File: config.mk
export PLATFORM = sky130hd
export DESIGN_NAME = fifo_rd_arbiter
export DESIGN_NICKNAME = d
export VERILOG_FILES = /design/src/rtl/fifo_rd_arbiter.sv
export SDC_FILE = /design/constraint.sdc
export NUM_CORES = 1
export LEC_CHECK = 0
export ABC_AREA = 1
export BUFFER_PORTS_ARGS = -buffer_cell sky130_fd_sc_hd__buf_2
export CAP_MARGIN = 20
export CORE_ASPECT_RATIO = 1.5
export CORE_MARGIN = 2
export CORE_UTILIZATION = 42
export CTS_BUF_LIST = sky130_fd_sc_hd__clkbuf_16
export CTS_CLUSTER_SIZE = 12
export DETAILED_ROUTE_END_ITERATION = 12
export PLACE_DENSITY = 0.75
export SYNTH_ARGS = -nofsm -noshare
export SYNTH_HDL_FRONTEND = slang
export SYNTH_SLANG_ARGS = --single-unit
File: constraint.sdc
create_clock -name rclk -period 1.75 [get_ports rclk]
set_clock_uncertainty 0.2 [all_clocks]
set_input_delay 0.4375 -clock rclk [delete_from_list [all_inputs] [get_ports rclk]]
set_output_delay 0.4375 -clock rclk [all_outputs]
set_load 0.02 [all_outputs]
File: src/rtl/fifo_rd_arbiter.sv
// Round-robin read scheduler draining NCH async-FIFO read ports into one
// registered valid/ready stream tagged with the source channel index.
module fifo_rd_arbiter #(
  parameter int NCH   = 4,
  parameter int DSIZE = 8,
  parameter int BURST = 4,
  localparam int CW   = $clog2(NCH),
  localparam int BW   = $clog2(BURST + 1)
) (
  input  logic                 rclk,
  input  logic                 rrst,
  input  logic [NCH-1:0]       ch_en,
  input  logic [NCH-1:0]       rempty,
  input  logic [NCH*DSIZE-1:0] rdata,
  output logic [NCH-1:0]       rpop,
  output logic [DSIZE-1:0]     out_data,
  output logic [CW-1:0]        out_ch,
  output logic                 out_valid,
  input  logic                 out_ready,
  output logic                 busy
);

  // Handshake: a word transfers downstream on any rising rclk where
  // out_valid & out_ready; out_data/out_ch hold while out_valid & ~out_ready.

  typedef enum logic {IDLE = 1'b0, XFER = 1'b1} state_t;

  localparam logic [BW-1:0] BURST_V  = BW'(BURST);
  localparam logic [BW-1:0] BURST_M1 = BW'(BURST - 1);
  localparam logic [CW-1:0] LAST_RST = CW'(NCH - 1);

  state_t           state_q, state_d;
  logic [CW-1:0]    gnt_q, gnt_d;
  logic [CW-1:0]    last_q, last_d;
  logic [BW-1:0]    beat_q, beat_d;
  logic             out_valid_q, out_valid_d;
  logic [DSIZE-1:0] out_data_q, out_data_d;
  logic [CW-1:0]    out_ch_q, out_ch_d;

  logic [NCH-1:0]   elig;
  logic             adv;
  logic [CW-1:0]    pick;
  logic             pick_found;
  logic [DSIZE-1:0] head_data;
  logic             pop;

  assign elig = ch_en & ~rempty;
  assign adv  = ~out_valid_q | out_ready;

  // Circular scan starting just after the last released grant.
  always_comb begin
    logic [CW-1:0] idx;
    pick       = '0;
    pick_found = 1'b0;
    idx        = '0;
    for (int k = 1; k <= NCH; k++) begin
      idx = CW'((int'(last_q) + k) % NCH);
      if (!pick_found && elig[idx]) begin
        pick_found = 1'b1;
        pick       = idx;
      end
    end
  end

  always_comb begin
    head_data = '0;
    for (int i = 0; i < NCH; i++) begin
      if (gnt_q == CW'(i)) head_data = rdata[i*DSIZE +: DSIZE];
    end
  end

  always_comb begin
    state_d     = state_q;
    gnt_d       = gnt_q;
    last_d      = last_q;
    beat_d      = beat_q;
    out_valid_d = out_valid_q;
    out_data_d  = out_data_q;
    out_ch_d    = out_ch_q;
    pop         = 1'b0;

    case (state_q)
      IDLE: begin
        if (pick_found) begin
          gnt_d   = pick;
          beat_d  = '0;
          state_d = XFER;
        end
      end
      XFER: begin
        // A drained or disabled channel releases even when the output is stalled.
        if (rempty[gnt_q] || !ch_en[gnt_q]) begin
          last_d  = gnt_q;
          state_d = IDLE;
        end else if (adv && (beat_q < BURST_V)) begin
          pop    = 1'b1;
          beat_d = beat_q + BW'(1);
          if (beat_q == BURST_M1) begin
            last_d  = gnt_q;
            state_d = IDLE;
          end
        end
      end
      default: state_d = IDLE;
    endcase

    if (pop) begin
      out_data_d  = head_data;
      out_ch_d    = gnt_q;
      out_valid_d = 1'b1;
    end else if (out_valid_q && out_ready) begin
      out_valid_d = 1'b0;
    end
  end

  always_ff @(posedge rclk) begin
    if (rrst) begin
      state_q     <= IDLE;
      gnt_q       <= '0;
      last_q      <= LAST_RST;
      beat_q      <= '0;
      out_valid_q <= 1'b0;
      out_data_q  <= '0;
      out_ch_q    <= '0;
    end else begin
      state_q     <= state_d;
      gnt_q       <= gnt_d;
      last_q      <= last_d;
      beat_q      <= beat_d;
      out_valid_q <= out_valid_d;
      out_data_q  <= out_data_d;
      out_ch_q    <= out_ch_d;
    end
  end

  assign rpop      = (pop && !rrst) ? (NCH'(1) << gnt_q) : '0;
  assign out_data  = out_data_q;
  assign out_ch    = out_ch_q;
  assign out_valid = out_valid_q;
  assign busy      = (state_q == XFER);

endmodule

==> run_results.csv, run 1 <==
group,metric,value,unit
status,status,"complete, but fails checks",
status,violations,"negative setup slack",
finish,final_common_cell,"buf_2",
worst_setup_path,cp.depth,9,
route,vias,1735,
global_routing,antenna_found_initial,0,
synthesis,synth_top_cell_area_share,29.01,%
finish,finalInstanceArea,2208,um2
finish,drive_gt1_share,51.79,%
floorplanning,rows,24,
global_routing,grtUsageMet1,25.06,%
placed_design,placed_cell_area,1922,um2
sta,max_freq,451.8,MHz
finish,fin_cells,346,
placed_design,dpl.hpwl,3227,um
power,total_leakage_power,1.144,nW
synthesis,synth-adder-area-share,1.908,%
global_routing,grt_pass1_vias,1739,
global_routing,top_usage_layer,"met2",
sta,setup_ws,-0.4632,ns
worst_setup_path,path_delay_family,"simple AND/OR/NAND/NOR gates",
worst_setup_path,worstSetupPathType,"register to output port",
finish,diodes,0,
worst_setup_path,critPathBufInv,3,
clock_network,clockBufferDepth,2,
floorplanning,die_area,3594,um2
finish,multi_input_area,952.2,um2
worst_setup_path,worst-r2r-cell-count,10,
power,ir_worst_vdd,0.9489,mV
synthesis,synthesis.nets,254,
synthesis,synth-warning-count,0,
floorplanning,core_area,2943,um2
floorplanning,die-width,49.62,um
synthesis,synth-simple-area-share,45.71,%
sta,post-route-min-period,2.213,ns
sta,rsz0062_at_grt,"true",
placed_design,io_buffers,58,
worst_setup_path,crit_arrival,1.58,ns
worst_setup_path,cpMostUsedCell,"nor2_4",
finish,area_delta_synth_final,68.42,%
synthesis,yosysSeqAreaShare,29.01,%
global_routing,globalRouteOverflowTotal,0,
synthesis,synth-seq-cells,19,
finish,final_cell_mix,"54 x buf_2, 48 x nand2_1, 41 x buf_4, 39 x nand3_1, 16 x dfxtp_1",
synthesis,ys.flop_type,"dfxtp_1",
worst_setup_path,slowest_stage,"dfxtp_4",
finish,nets,353,
worst_setup_path,cp_cell_sequence,"inv_2 > nand2_2 > o22ai_2 > nor2_2 > nand3_4 > nor2_4 > inv_4 > nor2_4 > buf_6",
clock_network,cts_buffers,3,
route,via_per_inst,5.014,
finish,fill_cells,229,
clock_network,cts_tree,"done",
synthesis,synthCells,209,
placed_design,dp.cells,332,
route,ant_nets,0,
min_path,hold_class,"register to register",
clock_network,htreeDepth,1,
floorplanning,start_util,44.56,%
job,maxCapViolations,0,
global_routing,grt_pass1_wl,7162,um
synthesis,synthDistinctLibCells,26,
sta,report.final.slew_viol_count,0,
sta,worst_pin_slew,0.3100,ns
clock_network,cts_hold_buf,0,
worst_setup_path,r2r-end,"out_data[7]",
synthesis,synth_top_family_by_area,"simple AND/OR/NAND/NOR gates",
worst_setup_path,startpoint_type,"register",
worst_setup_path,critPathRequiredTime,1.11,ns
worst_setup_path,worstSetupStartpoint,"gnt_q[1]",
power,powerDensity,1423,nW/um2
synthesis,ys_async_sr_fraction,0,%
synthesis,synthMuxAreaShare,0,%
global_routing,met2_usage,50.96,%
synthesis,synth_top_area_cell,"dfxtp_1",
sta,setup_viol,4,
placed_design,gp_congestion,0.8409,
floorplanning,dieHeight,72.43,um
worst_setup_path,r2r_setup_slack,0.03,ns
global_routing,grt.total_usage,25.12,%
worst_setup_path,r2r-start,"gnt_q[0]",
floorplanning,io_pins,59,
clock_network,insertion_delay,0.25,ns
worst_setup_path,cp_max_fo,5,
clock_network,clk_pin_slew_worst_paths,0.05,ns
synthesis,synth-xor-area-share,0,%
finish,seq_area,391.6,um2
sta,min_period_over_period,126.5,%
synthesis,synth_top_cells_by_area,"dfxtp_1 29%, nand2_1 18%, nand3_1 18%",
route,drc,0,
route,wire_per_inst,12.42,um
synthesis,synth_edf_count,0,
synthesis,syn_area_per_cell,6.274,um2
worst_setup_path,slowest_delay,0.41,ns
clock_network,cts.sinks,19,
sta,relSlewSlack,79.33,%
route,drt-initial-drc-count,35,
synthesis,synth_area,1311,um2
route,dr.pass1.iters,4,
synthesis,synth_compound_area_share,13.74,%
sta,hold_viol,0,
worst_setup_path,worstSetupEndpointType,"output port",
global_routing,grt_max_degree,15,
clock_network,cts_root_buffer,"clkbuf_16",
global_routing,use_met3,3.292,%
route,wl,4298,um
worst_setup_path,endpoint,"rpop[2]",
cell type report:
class	count	area share (%)
repair buffers	100	28.73
inverters	24	4.646
flip-flops and latches	19	17.73
clock buffers	3	3.399
well taps	39	2.210
multi-input cells	160	43.12
clock inverters	1	0.1700
what timing repair did:
action | in CTS | in global routing
pin swaps | 8 | 13
hold endpoints to repair | 0 | 0
endpoints found under the setup margin | 18 | 21
buffers inserted | 6 | 6
resized for setup | 13 | 31
power breakdown:
part | switching, mW | internal, mW | leakage (nW)
clock network | 0.152 | 0.304 | 0.0423
registers | 0.108 | 0.546 | 0.156
logic | 1.15 | 0.878 | 0.946
total | 1.41 | 1.73 | 1.14
worst reg2reg max path, stage by stage (launching register included):
cell and delay, ns:
dfxtp_4 0.42, inv_4 0.05, nand2_4 0.09, inv_4 0.03, nand2_1 0.09, nand4_4 0.14, nand3_4 0.12, nor2_4 0.05
inv_4 0.12, buf_4 0.22, o21ai_0 0.09
synth_stat cells (2+ instances only):
library cell  instances
o21ai_0               8
inv_2                 6
ha_1                  2
nor2_2                5
nand3_1              46
inv_1                17
dfxtp_1              19
nor2_1               10
buf_2                 2
o21ai_2               5
nand2_1              62
clkbuf_1              2
a221oi_1              5
a21oi_1               7
o22ai_1               2
logic make-up (layout without fill, tap and decap cells):
kind of cell,after synthesis,after routing
simple gates,130,130
buf+inv,30,128
compound gates,28,28
flops,19,19
fa+ha+maj,2,2
per-layer routing:
metal | vias up | routed length, um
li1 | 896 | -
met1 | 776 | 1614
met2 | 51 | 2448
met3 | 12 | 143
met4 | 0 | 92
met5 | - | 0
flip-flops by register name, summed over array words and instances (netlist names):
signal     count
busy           1
last_q         2
gnt_q          2
out_data       8
out_ch         2
out_valid      1
beat_q         3
stage by stage:
step | setup TNS, ns | power, mW | util (%) | setup WS (ns) | hold WS, ns
final | -1.820 | 3.143 | 75.04 | -0.4632 | 0.2395
after global placement | -2.561 | 2.293 | 65.31 | -0.3110 | 0.2332
after detailed placement | -3.113 | 2.328 | 65.31 | -0.3473 | 0.2389
after global routing | -2.532 | 3.406 | 75.04 | -0.5430 | 0.2819
after floorplan | -0.8620 | 1.749 | - | -0.2270 | 0.2495
after CTS | -1.943 | 2.903 | 70.58 | -0.4929 | 0.2469
worst min-delay path by stage:
| stage | slack (ns) | from | cells past startpoint | end |
|---|---|---|---|---|
| after floorplan | 0.25 | beat_q[1] | 2 | beat_q[1] |
| after global placement | 0.23 | out_ch[1] | 2 | out_ch[1] |
| after detailed placement | 0.24 | out_ch[0] | 2 | out_ch[0] |
| after CTS | 0.25 | out_ch[0] | 2 | out_ch[0] |
| after global routing | 0.28 | out_ready | 4 | out_valid |
| final | 0.24 | out_ch[0] | 2 | out_ch[0] |
No activity file was read; power rests on OpenSTA's default activity.
==> inputs of run 2 (changes only) <==
Settings changed: ABC_AREA 1 to default, CORE_UTILIZATION 42 to 41.
==> run 2 against run 1 <==
Compared with the run above:
- the run still ends with negative setup slack left
- sequential power is 26% lower
- synthesized cell count is 36% lower
- via count is 13% lower
- final area is 5.3% lower
- register-to-register slack worse by 0.21 ns
- non-clock buffer count is 13 lower
- critical path type is now primary input to output port
- power is 52% lower
- first-iteration DRC count is 31% higher
- clock power is 2% higher
- combinational power is 73% lower
- flip-flop and latch count stayed put
==> run_results.csv, run 2 <==
group,metric,value,unit
finish,diodes,0,
synthesis,synthDistinctLibCells,36,
global_routing,grt_max_degree,17,
route,vias,1512,
clock_network,cts_hold_buf,0,
status,violations,"negative setup slack",
worst_setup_path,critPathRequiredTime,1.11,ns
floorplanning,start_util,43.01,%
synthesis,synth_area,1240,um2
synthesis,syn_area_per_cell,9.253,um2
route,via_per_inst,6.000,
finish,fin_cells,252,
finish,finalInstanceArea,2092,um2
synthesis,synth_edf_count,0,
power,powerDensity,717.8,nW/um2
power,sequentialPowerShare,32.4,%
power,total_leakage_power,0.9043,nW
clock_network,cts.sinks,19,
synthesis,synth-simple-area-share,20.99,%
synthesis,ys.flop_type,"dfxtp_1",
worst_setup_path,r2r-end,"beat_q[0]",
clock_network,cts_buffers,3,
route,ant_nets,0,
synthesis,synth-warning-count,0,
power,power_frac_clock,30.8,%
power,totalPowerFinal,1.502,mW
global_routing,antenna_found_initial,0,
synthesis,synthTopCellsByCount,"19 x a21oi_1, 19 x dfxtp_1, 14 x nand3_1",
floorplanning,rows,24,
sta,relSlewSlack,79.97,%
worst_setup_path,worst-r2r-cell-count,5,
power,switching_power,460.4,uW
floorplanning,die_area,3489,um2
placed_design,placed_cell_area,1795,um2
worst_setup_path,startpoint_type,"primary input",
clock_network,cts_root_buffer,"clkbuf_16",
synthesis,synth_top_area_cell,"dfxtp_1",
status,status,"complete, but fails checks",
finish,largest_register_ffs,8,
route,drt-initial-drc-count,46,
worst_setup_path,r2r_setup_slack,-0.18,ns
clock_network,clk_pin_slew_worst_paths,0.05,ns
global_routing,globalRouteOverflowTotal,0,
synthesis,synth_compound_area_share,22.10,%
floorplanning,core_area,2883,um2
synthesis,synth_top_cells_by_area,"dfxtp_1 31%, mux4_2 18%, a21oi_1 7.7%",
synthesis,synth_top_family_by_area,"compound AO/OA/AOI/OAI gates",
sta,min_period_over_period,125.1,%
synthesis,yosysSeqAreaShare,30.68,%
sta,post-route-min-period,2.189,ns
finish,area_delta_synth_final,68.72,%
finish,drive_gt1_share,61.97,%
sta,rsz0062_at_grt,"true",
job,maxCapViolations,0,
placed_design,dp.cells,244,
route,dr.pass1.iters,4,
global_routing,grt_pass1_vias,1549,
finish,final_cell_mix,"46 x buf_2, 29 x buf_4, 18 x dfxtp_1, 14 x nand3_1, 14 x a21oi_1",
sta,setup_viol,15,
route,wl,4493,um
global_routing,grt.total_usage,25.21,%
synthesis,synth_top_cell_area_share,30.68,%
clock_network,cts_tree,"done",
worst_setup_path,endpoint,"rpop[1]",
min_path,hold_class,"register to register",
sta,setup_ws,-0.4394,ns
synthesis,synthCells,134,
finish,final_common_cell,"buf_2",
worst_setup_path,r2r-start,"gnt_q[0]",
worst_setup_path,worstSetupStartpoint,"ch_en[3]",
clock_network,clockBufferDepth,2,
sta,report.final.slew_viol_count,0,
placed_design,dpl.hpwl,3180,um
power,internal_power,1.041,mW
worst_setup_path,cp_max_fo,5,
worst_setup_path,worstSetupPathType,"primary input to output port",
power,p_comb_share,36.8,%
synthesis,synthMuxAreaShare,18.97,%
synthesis,synth-xor-area-share,0,%
route,drc,0,
synthesis,synthesis.nets,179,
route,wire_per_inst,17.83,um
synthesis,synth-adder-area-share,2.018,%
power,swShare,30.66,%
worst_setup_path,worstSetupEndpointType,"output port",
placed_design,io_buffers,58,
clock_network,insertion_delay,0.25,ns
sta,timing.hold.ws,0.2577,ns
sta,worst_pin_slew,0.2966,ns
worst_setup_path,crit_arrival,1.55,ns
floorplanning,die-width,48.90,um
clock_network,htreeDepth,1,
synthesis,ys_async_sr_fraction,0,%
floorplanning,io_pins,59,
power,ir_worst_vdd,0.4753,mV
global_routing,grt_pass1_wl,6837,um
sta,hold_viol,0,
sta,max_freq,456.7,MHz
floorplanning,dieHeight,71.35,um
finish,nets,259,
placed_design,dp_slack,-0.4818,ns
synthesis,synth-seq-cells,19,
placed_design,gp_congestion,0.8623,
-- run 2: changes by cell type in the layout (fill, tap and decap cells not counted), sizes merged, moves of 12 or more --
cell | previous run | this run
inv | 24 | 4
a21oi | 7 | 19
nand3 | 47 | 14
buf | 100 | 87
nor2 | 16 | 1
nand2 | 63 | 5
-- run 2: metal layers --
layer | share of wire (%) | global-route usage, %
met5 | 0 | 0
met3 | 5.4 | 3.333
met1 | 32 | 23.55
met2 | 59 | 52.21
met4 | 3.0 | 11.43
-- run 2: stage by stage --
stage | util (%) | TNS [ns]
6_report | 72.57 | -2.658
5_1_grt | 72.57 | -3.182
4_1_cts | 69.14 | -2.157
3_5_place_dp | 62.28 | -6.167
3_3_place_gp | 62.28 | -5.640
2_1_floorplan | - | -1.329
-- run 2: logic make-up after synthesis --
logic type	count (synthesis)
flops	19
simple gates	42
mux	11
buf+inv	15
fa+ha+maj	2
compound gates	45
-- run 2: critical path, cell delays in order --
cell	delay, ns
buf_6	0.09
nor2b_4	0.12
mux4_2	0.51
nand2_4	0.15
nor4b_4	0.06
buf_4	0.17
-- run 2: area by class of cell --
| type | instances | area (um2) |
|---|---|---|
| Multi-Input combinational cell | 100 | 975.9 |
| Fill cell | 221 | 790.8 |
| Timing Repair Buffer | 87 | 595.6 |
| Sequential cell | 19 | 381.6 |
| Clock buffer | 3 | 75.07 |
| Tap cell | 39 | 48.80 |
| Inverter | 3 | 11.26 |
| Clock inverter | 1 | 3.754 |
-- run 2: power groups by stage --
stage               Sequential (mW)  Clock, mW  Combinational (mW)
finish                        0.487      0.463               0.552
floorplan                     0.498          0               0.283
global placement              0.489          0               0.437
global route                  0.490      0.475               0.584
detailed placement            0.492          0               0.453
CTS                           0.484      0.456               0.506
-- run 2: how the worst min path moves through the flow --
stage | startpoint | end | cells after the start
5_1_grt | out_data[5] | out_data[5] | 2
6_report | out_data[6] | out_data[6] | 2
2_1_floorplan | beat_q[1] | beat_q[1] | 2
3_3_place_gp | out_data[3] | out_data[3] | 2
4_1_cts | out_data[7] | out_data[7] | 2
3_5_place_dp | out_data[3] | out_data[3] | 2
-- run 2: repair_timing --
action	in CTS	in global routing
setup buffers	3	1
resized for setup	25	25
pin swaps	6	20
gates cloned	1	0
endpoints found under the setup margin	17	18
endpoints found under the hold margin	0	0
